## src/rtl/button_reader_if.sv

```systemverilog
// Signal bundle between the button reader and its consumer.
// It carries the raw pin in and the debounced level and event pulses out.
interface button_reader_if #(
    parameter int COUNT_W = 8
);
    logic               btn_pin;
    logic               pressed;
    logic               press;
    logic               release_p;     // "release" is a reserved word in SystemVerilog
    logic               long_press;
    logic [COUNT_W-1:0] press_count;

    modport slave (
        input  btn_pin,
        output pressed, press, release_p, long_press, press_count
    );

    modport master (
        output btn_pin,
        input  pressed, press, release_p, long_press, press_count
    );
endinterface

```

## src/rtl/button_reader.sv

```systemverilog
// Push-button reader. The raw pin passes through a 2-flop synchronizer and
// polarity normalisation, then a debounce FSM that produces a level and one-cycle event pulses.
//
// state        | meaning
// IDLE         | button released and stable
// PRESS_WAIT   | pressed level seen, counting stable cycles before accepting
// PRESSED      | press accepted, hold time running toward long-press
// RELEASE_WAIT | released level seen, counting stable cycles before accepting
module button_reader #(
    parameter int DEBOUNCE_CYCLES   = 16,
    parameter int LONG_PRESS_CYCLES = 1000,
    parameter bit ACTIVE_LOW        = 1'b1,
    parameter int COUNT_W           = 8
) (
    input  logic             clk,
    input  logic             rst,
    button_reader_if.slave   bus
);
    localparam int DEB_W  = $clog2(DEBOUNCE_CYCLES);
    localparam int HOLD_W = $clog2(LONG_PRESS_CYCLES);
    localparam logic [DEB_W-1:0]  DEB_MAX  = DEB_W'(DEBOUNCE_CYCLES - 1);
    localparam logic [HOLD_W-1:0] HOLD_MAX = HOLD_W'(LONG_PRESS_CYCLES - 1);
    localparam logic              PIN_IDLE = ACTIVE_LOW;

    typedef enum logic [1:0] {
        IDLE,
        PRESS_WAIT,
        PRESSED,
        RELEASE_WAIT
    } state_t;

    state_t               state_q, state_d;
    logic                 sync1_q, sync1_d;
    logic                 sync2_q, sync2_d;
    logic [DEB_W-1:0]     deb_cnt_q, deb_cnt_d;
    logic [HOLD_W-1:0]    hold_cnt_q, hold_cnt_d;
    logic                 armed_q, armed_d;
    logic                 pressed_q, pressed_d;
    logic                 press_q, press_d;
    logic                 release_q, release_d;
    logic                 long_q, long_d;
    logic [COUNT_W-1:0]   count_q, count_d;
    logic                 btn_s;
    logic [HOLD_W-1:0]    hold_inc;

    always_ff @(posedge clk or posedge rst) begin
        if (rst) begin
            sync1_q    <= PIN_IDLE;
            sync2_q    <= PIN_IDLE;
            state_q    <= IDLE;
            deb_cnt_q  <= '0;
            hold_cnt_q <= '0;
            armed_q    <= 1'b0;
            pressed_q  <= 1'b0;
            press_q    <= 1'b0;
            release_q  <= 1'b0;
            long_q     <= 1'b0;
            count_q    <= '0;
        end else begin
            sync1_q    <= sync1_d;
            sync2_q    <= sync2_d;
            state_q    <= state_d;
            deb_cnt_q  <= deb_cnt_d;
            hold_cnt_q <= hold_cnt_d;
            armed_q    <= armed_d;
            pressed_q  <= pressed_d;
            press_q    <= press_d;
            release_q  <= release_d;
            long_q     <= long_d;
            count_q    <= count_d;
        end
    end

    assign btn_s    = sync2_q ^ ACTIVE_LOW;
    assign hold_inc = (hold_cnt_q == HOLD_MAX) ? hold_cnt_q : hold_cnt_q + 1'b1;

    always_comb begin
        sync1_d    = bus.btn_pin;
        sync2_d    = sync1_q;
        state_d    = state_q;
        deb_cnt_d  = deb_cnt_q;
        hold_cnt_d = hold_cnt_q;
        armed_d    = armed_q;
        pressed_d  = pressed_q;
        press_d    = 1'b0;
        release_d  = 1'b0;
        long_d     = 1'b0;
        count_d    = count_q;

        case (state_q)
            IDLE: begin
                if (btn_s) state_d = PRESS_WAIT;
            end
            PRESS_WAIT: begin
                if (!btn_s) begin
                    state_d = IDLE;
                end else if (deb_cnt_q == DEB_MAX) begin
                    state_d    = PRESSED;
                    press_d    = 1'b1;
                    pressed_d  = 1'b1;
                    count_d    = count_q + 1'b1;
                    hold_cnt_d = '0;
                    armed_d    = 1'b1;
                end else begin
                    deb_cnt_d = deb_cnt_q + 1'b1;
                end
            end
            PRESSED: begin
                hold_cnt_d = hold_inc;
                if (armed_q && hold_cnt_q == HOLD_MAX) begin
                    long_d  = 1'b1;
                    armed_d = 1'b0;
                end
                if (!btn_s) state_d = RELEASE_WAIT;
            end
            RELEASE_WAIT: begin
                // Hold time keeps running so a bounce on release cannot hide a long press.
                hold_cnt_d = hold_inc;
                if (armed_q && hold_cnt_q == HOLD_MAX) begin
                    long_d  = 1'b1;
                    armed_d = 1'b0;
                end
                if (btn_s) begin
                    state_d = PRESSED;
                end else if (deb_cnt_q == DEB_MAX) begin
                    state_d   = IDLE;
                    release_d = 1'b1;
                    pressed_d = 1'b0;
                end else begin
                    deb_cnt_d = deb_cnt_q + 1'b1;
                end
            end
            default: state_d = IDLE;
        endcase

        if (state_d != state_q) deb_cnt_d = '0;
    end

    assign bus.pressed     = pressed_q;
    assign bus.press       = press_q;
    assign bus.release_p   = release_q;
    assign bus.long_press  = long_q;
    assign bus.press_count = count_q;
endmodule
```

## src/flat_wrapper.sv

```systemverilog
// flat-port wrapper written by rule: the top's interface ports become plain ports
module button_reader_flat 
#(
    parameter int DEBOUNCE_CYCLES   = 16,
    parameter int LONG_PRESS_CYCLES = 1000,
    parameter bit ACTIVE_LOW        = 1'b1,
    parameter int COUNT_W           = 8
)
  (clk, rst, bus_btn_pin, bus_pressed, bus_press, bus_release_p, bus_long_press, bus_press_count);
  button_reader_if #(.COUNT_W(COUNT_W)) bus_i ();
  input  logic clk;
  input  logic rst;
  input wire logic [$bits(bus_i.btn_pin)-1:0] bus_btn_pin;
  output wire logic [$bits(bus_i.pressed)-1:0] bus_pressed;
  output wire logic [$bits(bus_i.press)-1:0] bus_press;
  output wire logic [$bits(bus_i.release_p)-1:0] bus_release_p;
  output wire logic [$bits(bus_i.long_press)-1:0] bus_long_press;
  output wire logic [$bits(bus_i.press_count)-1:0] bus_press_count;
  assign bus_i.btn_pin = bus_btn_pin;
  assign bus_pressed = bus_i.pressed;
  assign bus_press = bus_i.press;
  assign bus_release_p = bus_i.release_p;
  assign bus_long_press = bus_i.long_press;
  assign bus_press_count = bus_i.press_count;
  button_reader #(.DEBOUNCE_CYCLES(DEBOUNCE_CYCLES), .LONG_PRESS_CYCLES(LONG_PRESS_CYCLES), .ACTIVE_LOW(ACTIVE_LOW), .COUNT_W(COUNT_W)) u_core (.clk(clk), .rst(rst), .bus(bus_i));
endmodule
```

## config.mk

```make
export PLATFORM = sky130hd
export DESIGN_NAME = button_reader_flat
export DESIGN_NICKNAME = d
export VERILOG_FILES = /design/src/rtl/button_reader_if.sv /design/src/rtl/button_reader.sv /design/src/flat_wrapper.sv
export SDC_FILE = /design/constraint.sdc
export NUM_CORES = 1
export LEC_CHECK = 0
export ABC_CLOCK_PERIOD_IN_PS = 2600
export BUFFER_PORTS_ARGS = -buffer_cell sky130_fd_sc_hd__buf_2
export CAP_MARGIN = 20
export CORE_MARGIN = 10
export CORE_UTILIZATION = 25
export DETAILED_ROUTE_END_ITERATION = 16
export GPL_ROUTABILITY_DRIVEN = 0
export PLACE_DENSITY = 0.39
export SLEW_MARGIN = 20
export SYNTH_ARGS = -nofsm -noshare
export SYNTH_HDL_FRONTEND = slang
export SYNTH_SLANG_ARGS = --single-unit
```

## constraint.sdc

```tcl
create_clock -name clk -period 2.6 [get_ports clk]
set_clock_uncertainty 0.15 [all_clocks]
set_input_delay 0.39 -clock clk [delete_from_list [all_inputs] [get_ports clk]]
set_output_delay 0.39 -clock clk [all_outputs]
set_load 0.01 [all_outputs]
```

Word-level counts from Yosys, hierarchy flattened --
Index checks and enable logic that the tools add are counted.
Storage, ports and cells: output and inout bits 12, input port bits 3, flip-flop bits (word level) 31
Cells by class: equality and inequality tests 14, reductions and logical operators 11, add/subtract/negate cells 3, mux-type cells 30, bitwise operators 1
Operators with widths (count):
- $mux W10 | 3
- $pmux W10 S2 | 1
- $mux W4 | 4
- $mux W1 | 12
- $mux W2 | 6
- $add A10 B1 Y10 const B | 1
- $eq A10 B10 Y1 const B | 1
- $add A8 B1 Y8 const B | 1
- $ne A2 B1 Y1 const B | 4
- $pmux W2 S4 | 1
- $pmux W4 S2 | 1
- $reduce_and A4 Y1 | 2
- $reduce_and A3 Y1 | 2
- $reduce_and A5 Y1 | 1
- $add A4 B1 Y4 const B | 1
- $eq A2 B2 Y1 const B | 2
- $eq A4 B4 Y1 const B | 1
- $ne A2 B2 Y1 const B | 2
- $pmux W1 S2 | 2
- $reduce_bool A2 Y1 | 2
- $ne A3 B1 Y1 const B | 1
- $ne A3 B3 Y1 const B | 1
- $reduce_bool A3 Y1 | 1
- $eq A2 B1 Y1 const B | 1
- 5 further kinds | 5

Depth between registers and ports, before layout --
Gate-level depths: netlist of run 1.
word-level depth 7, mapped depth 8

Worst setup path before layout of run 1 --
Ideal clock, no wire load.
path type register to register, start register u_core.deb_cnt_q[0], end register u_core.count_q[3], in the netlist u_core.bus.press_count[3], setup slack 752 ps, arrival time 1572 ps, stages on the path, launching flop included 9, cells stage by stage dfrtp_1 -> ha_1 -> nand4_2 -> or3_1 -> buf_6 -> inv_6 -> buf_12 -> nand4_1 -> xnor2_1
On the way: longest elaborated chain between the ends 2
Ends and longest elaborated chain:
- start, declared | RTL line button_reader.sv:35 | logic [DEB_W-1:0] deb_cnt_q, deb_cnt_d;
- start signal, assigned | RTL line button_reader.sv:63 | deb_cnt_q <= deb_cnt_d;
- $eq A4 B4 Y1 | RTL line button_reader.sv:97 | end else if (deb_cnt_q == DEB_MAX) begin
- $reduce_and A3 Y1 (no source line)
- end signal, assigned | RTL line button_reader.sv:70 | count_q <= count_d;
- end, declared | RTL line button_reader.sv:42 | logic [COUNT_W-1:0] count_q, count_d;
Every way passes these cells. A chain may end at the register's enable or synchronous reset.

Final worst setup path of run 1 --
start register u_core.deb_cnt_q[0], end register u_core.count_q[1], in the netlist u_core.bus.press_count[1]
The elaborated chain is that of the path after synthesis.

==> impl_metrics.yaml, run 1 <==
outcome:
  status: "completed"
route:
  num_vias: 1004
  routed_via_density: 4.63
  wl_per_cell_um: 12.8
  wirelength_um: 2770
  drt_iter0_drc: 65
  remaining_drc_errors: 0
  dr.pass1.iters: 4
  ant_nets: 0
worst_setup_path:
  rrSetupSlack_ns: 0.58
  cpPeakStageDelay_ns: 0.48
  start_kind: "flop"
  worstPathRequired_ns: 2.61
  reg2reg_to: "u_core.bus.press_count[1]"
  cp_max_fo: 14
  startpoint: "u_core.deb_cnt_q[0]"
  reg2reg_from: "u_core.deb_cnt_q[0]"
  slowest_stage: "or3_1"
  end_kind: "flop"
  cp.arrival_ns: 2.03
  endpoint: "u_core.bus.press_count[1]"
  crit_chain: "ha_1 > nand4_2 > or3_1 > inv_6 > mux2_1"
  reg2reg_depth: 5
  worst-setup-path-type: "reg2reg"
grt:
  grt_pass1_vias: 1004
  grt_start_max_net_pins: 32
  grt_util_all_layers_pct: 7.01
  antenna_found_initial: 0
  grt_pass1_wl_um: 4950
  grt-ovfl-total: 0
pwr:
  power_density_mw_per_mm2: 608
  vdd_drop_max_mv: 0.272
  p_leak_nw: 0.751
  p_total_mw: 1.00
finish:
  design_area_mm2: 0.00165
  fillers: 581
  nets: 150
  diodes: 0
  area_growth_pct: 17.8
  layout.cells.most_common_list: "dfrtp_1, buf_2, xnor2_1"
  mostFrequentLayoutCell: "dfrtp_1"
  drive_gt1_share_pct: 20.0
worst_hold_path:
  worstHoldPathType: "in2async"
clock_network:
  numClockSinks: 31
  clk_latency_ns: 0.28
  postCtsSetupRepairBufs: 0
  cts_buffer_depth: 2
  path_clk_slew_ns: 0.07
  ctsHtreeMaxLevel: 2
  cts_buffers: 5
  cts_root_buffer: "clkbuf_8"
  holdBufCountCts: 0
  cts_tree: "done"
  cts_resized: 0
placement:
  io_buffers: 14
  pre_cts_slack_ns: 0.561
  dp_hpwl_um: 1940
  placed_cell_area_mm2: 0.00153
yosys:
  ys_seq_area_share_pct: 55.6
  syn_nets: 131
  ys_warn_count: 0
  netlist_instances: 125
  yosysUniqueCellTypes: 35
  syn_avg_cell_area_um2: 11.2
  synth-seq-cells: 31
  synthesis.area_mm2: 0.00140
floorplanning:
  initial_utilization_pct: 25.6
  core-area_mm2: 0.00547
  rows: 27
  die-area_mm2: 0.00899
  pin_count: 15
  fp.dieH_um: 94.8
  die_w_um: 94.8
sta:
  hold_viol: 0
  max_freq_mhz: 494
  post-route-period-util_pct: 77.8
  slew_headroom_pct: 55.1
  worst_slew_pin_slew_ns: 0.668
  slew_viol_final: 0
  tns_ns: 0
  holdWs_ns: 0.0297
  worst_slack_ns: 0.576
  final.min_clock_period_ns: 2.02
  setup_viol: 0
  rsz0062_at_grt: "false"
job:
  drv_cap: 0
synthesized netlist by cell type:
cell type	instances	share of area (%)
o31ai_1	3	1.6
ha_1	3	2.7
nand4_1	8	3.6
and2_1	1	0.45
nand2b_1	1	0.45
a31o_2	1	0.63
nor3_1	5	1.8
buf_2	1	0.36
inv_6	1	0.63
and3_1	2	0.89
buf_6	1	0.80
a211o_1	1	0.63
nor4_2	1	0.89
nor3b_1	2	1.1
nand3b_1	1	0.54
a21boi_0	1	0.54
o22ai_1	1	0.45
o211ai_1	3	1.6
xnor2_1	11	6.9
o21ai_0	6	2.1
dfrtp_1	29	52
nor2_1	8	2.1
mux2_1	1	0.80
o21bai_1	1	0.54
nor4_1	1	0.45
a21o_1	1	0.54
buf_12	1	1.4
nand4_2	1	0.89
or3_1	3	1.3
nand2_1	10	2.7
nand3_1	5	1.8
a21oi_1	4	1.4
dfstp_2	2	3.8
inv_1	2	0.54
and4_1	2	1.3
per-stage QoR:
stage / utilization (%) / cells
floorplan: - / 125
global placement: 28.0 / 209
detailed placement: 28.0 / 209
CTS: 30.1 / 217
global route: 30.1 / 217
finish: 30.1 / 217
flip-flops by register name (all words and copies together) (netlist names):
register	count
u_core.bus.release_p	1
u_core.hold_cnt_q	10
u_core.deb_cnt_q	4
u_core.sync2_q	1
u_core.bus.long_press	1
u_core.armed_q	1
u_core.bus.press	1
u_core.state_q	2
u_core.sync1_q	1
u_core.bus.press_count	8
u_core.bus.pressed	1
worst min path at each step:
stage / end / slack (ns) / start
2_1_floorplan: u_core.sync2_q / 0.20 / u_core.sync1_q
3_3_place_gp: u_core.sync2_q / 0.20 / u_core.sync1_q
3_5_place_dp: u_core.sync2_q / 0.20 / u_core.sync1_q
4_1_cts: u_core.bus.press_count[5] / 0.05 / rst
5_1_grt: u_core.sync1_q / 0.05 / bus_btn_pin
6_report: u_core.bus.press_count[5] / 0.03 / rst
cells by family (layout without fill, tap and decap cells):
| logic type | count (synthesis) | count (layout) | synth area share (%) |
|---|---|---|---|
| AOI/OAI and AO/OA | 22 | 22 | 10.1 |
| xor gates and xnor gates | 11 | 11 | 6.88 |
| adders and majority gates | 3 | 3 | 2.68 |
| buffers and inverters | 6 | 26 | 3.75 |
| DFF | 31 | 31 | 55.6 |
| muxes | 1 | 1 | 0.804 |
| and+or+nand+nor | 51 | 51 | 20.2 |
metal layers:
layer | up-vias | share of wire, % | GRT usage [%]
li1 | 492 | - | -
met2 | 25 | 41 | 9.61
met4 | 0 | 2.2 | 3.74
met1 | 481 | 48 | 8.71
met5 | - | 0 | 0
met3 | 6 | 8.7 | 3.57
critical path: cells and delay by family, from the launching register on:
kind | cells | cell delay (ns)
adders and majority gates | 1 | 0.23
buffers and inverters | 1 | 0.16
DFF | 1 | 0.38
muxes | 1 | 0.32
and+or+nand+nor | 2 | 0.65
cell type report:
| cell class | count | area [um2] | share of cell area [%] |
|---|---|---|---|
| timing repair buffer | 15 | 77.6 | 4.70 |
| sequential | 31 | 778 | 47.2 |
| clock buffer | 6 | 82.6 | 5.01 |
| inverter | 3 | 16.3 | 0.986 |
| clock inverter | 2 | 35.0 | 2.12 |
| tap | 72 | 90.1 | 5.46 |
| multi-input combinational | 88 | 569 | 34.5 |
report_power, final:
group / leakage, nW / switching [mW] / internal [mW]
Combinational: 0.267 / 0.0152 / 0.00739
Sequential: 0.423 / 0.00525 / 0.489
Clock: 0.0612 / 0.176 / 0.310
Total: 0.751 / 0.197 / 0.806
Note: power is estimated with default switching activity, not from simulation.
==> run 2, diff against run 1 <==
Settings changed: ABC_CLOCK_PERIOD_IN_PS 2600 to 1950.
Clock period 2.6 ns to 1.95 ns, I/O delays scaled along.
==> run 2 against run 1 <==
Count of clock-buffer cells in the layout unchanged. Utilization is 0.73 points higher. Hold slack better by 0.18 ns. First-iteration DRC count fell by 34%.
==> impl_metrics.yaml, run 2 (synthesis results as in run 1) <==
outcome:
  status: "completed"
placement:
  io_buffers: 14
  pre_cts_slack_ns: 0.0925
  placed_cells: 213
  placed_cell_area_mm2: 0.00156
  dp_hpwl_um: 1880
sta:
  worst_slew_pin_slew_ns: 0.402
  max_freq_mhz: 548
  slew_headroom_pct: 73.2
  hold_viol: 0
  rsz0062_at_grt: "false"
  slew_viol_final: 0
  tns_ns: 0
  setup_viol: 0
  final.min_clock_period_ns: 1.82
  post-route-period-util_pct: 93.6
  worst_slack_ns: 0.126
grt:
  grt_pass1_wl_um: 4610
  antenna_found_initial: 0
  grt_util_all_layers_pct: 6.66
  grt-ovfl-total: 0
  grt_pass1_vias: 982
  grt_start_max_net_pins: 32
worst_hold_path:
  worstHoldPathType: "reg2reg"
  hold_end: "u_core.sync2_q"
  hold_start: "u_core.sync1_q"
  hold_depth: 0
finish:
  diodes: 0
  mostFrequentLayoutCell: "dfrtp_1"
  postLayoutCoreUtil_pct: 30.9
  design_area_mm2: 0.00169
  nets: 156
  regMostFlops: "u_core.hold_cnt_q"
  fin_cells: 222
  largest_register_ffs: 10
  drive_gt1_share_pct: 21.3
  layout.cells.most_common_list: "dfrtp_1, buf_2, xnor2_1"
  fillers: 593
  area_growth_pct: 20.6
worst_setup_path:
  start_kind: "flop"
  crit_chain: "ha_1 > nand4_2 > or3_4 > inv_6 > mux2_1"
  reg2reg_depth: 5
  reg2reg_to: "u_core.bus.press_count[1]"
  slowest_stage: "dfrtp_1"
  cp.arrival_ns: 1.83
  worstPathRequired_ns: 1.96
  reg2reg_from: "u_core.deb_cnt_q[0]"
  cpPeakStageDelay_ns: 0.39
  cp_max_fo: 14
  worst-setup-path-type: "reg2reg"
  end_kind: "flop"
  rrSetupSlack_ns: 0.13
floorplanning:
  pin_count: 15
  fp.dieH_um: 94.8
  die-area_mm2: 0.00899
  core-area_mm2: 0.00547
  die_w_um: 94.8
  rows: 27
  initial_utilization_pct: 25.6
clock_network:
  cts_tree: "done"
  clk_latency_ns: 0.28
  cts_buffer_depth: 2
  cts_root_buffer: "clkbuf_8"
  cts_buffers: 5
  path_clk_slew_ns: 0.06
  numClockSinks: 31
  ctsHtreeMaxLevel: 2
  postCtsSetupRepairBufs: 0
pwr:
  vdd_drop_max_mv: 0.213
  power_density_mw_per_mm2: 761
  p_leak_nw: 0.771
route:
  routed_via_density: 4.49
  remaining_drc_errors: 0
  wirelength_um: 2650
  drt_iter0_drc: 43
  ant_nets: 0
  wl_per_cell_um: 11.9
  num_vias: 997
  dr.pass1.iters: 4
job:
  drv_cap: 0
==> run 2: cell types whose count changed in the layout (fill, tap and decap cells not counted) <==
cell,previous run,this run
buf_4,1,5
dlygate4sd3_1,0,2
clkinv_2,1,0
clkbuf_8,6,5
or3_4,0,1
or3_1,3,2
clkbuf_1,0,1
==> run 2: cell type report <==
cell class / instances / area (um2) / area share, %
timing repair buffer: 21 / 128 / 7.56
tap: 72 / 90.1 / 5.33
inverter: 3 / 16.3 / 0.963
clock buffer: 6 / 72.6 / 4.30
clock inverter: 1 / 30.0 / 1.78
multi-input combinational: 88 / 574 / 34.0
sequential: 31 / 778 / 46.1
==> run 2: worst max-delay path: cells and delay by family (launching register included) <==
family | cells | cell delay, ns
and+or+nand+nor | 2 | 0.49
DFF | 1 | 0.39
muxes | 1 | 0.33
adders and majority gates | 1 | 0.23
buffers and inverters | 1 | 0.12
==> run 2: where the power goes <==
part	switching, mW	internal [mW]	total [mW]
logic	0.0205	0.0126	0.0331
clock network	0.218	0.374	0.592
registers	0.00753	0.652	0.660
==> run 2: worst max-delay path by stage <==
stage / slack, ns / to / start / depth (start not counted)
2_1_floorplan: 0.10 / u_core.bus.press_count[3] / u_core.deb_cnt_q[0] / 8
3_3_place_gp: 0.12 / u_core.bus.press_count[1] / u_core.deb_cnt_q[0] / 5
3_5_place_dp: 0.09 / u_core.bus.press_count[1] / u_core.deb_cnt_q[0] / 5
4_1_cts: 0.07 / u_core.bus.press_count[1] / u_core.deb_cnt_q[0] / 5
5_1_grt: 0.03 / u_core.bus.press_count[1] / u_core.deb_cnt_q[0] / 5
6_report: 0.13 / u_core.bus.press_count[1] / u_core.deb_cnt_q[0] / 5
==> run 2: stage by stage <==
stage	hold slack, ns	power (mW)
2_1_floorplan	0.147	0.691
3_3_place_gp	0.196	0.702
3_5_place_dp	0.197	0.703
4_1_cts	0.206	1.31
5_1_grt	0.220	1.35
6_report	0.207	1.29
==> run 2: metal layers <==
layer / part of all wire (%) / track usage, % / up-vias
met1: 48 / 7.81 / 463
met3: 7.8 / 3.01 / 7
met5: 0 / 0 / -
li1: - / - / 504
met4: 2.8 / 4.86 / 0
met2: 41 / 9.38 / 23
==> run 2: repair_timing <==
item,in CTS,in global routing
hold buffers,2,0
hold endpoints to repair,30,0
resized for setup,0,1
setup endpoints to repair,0,1
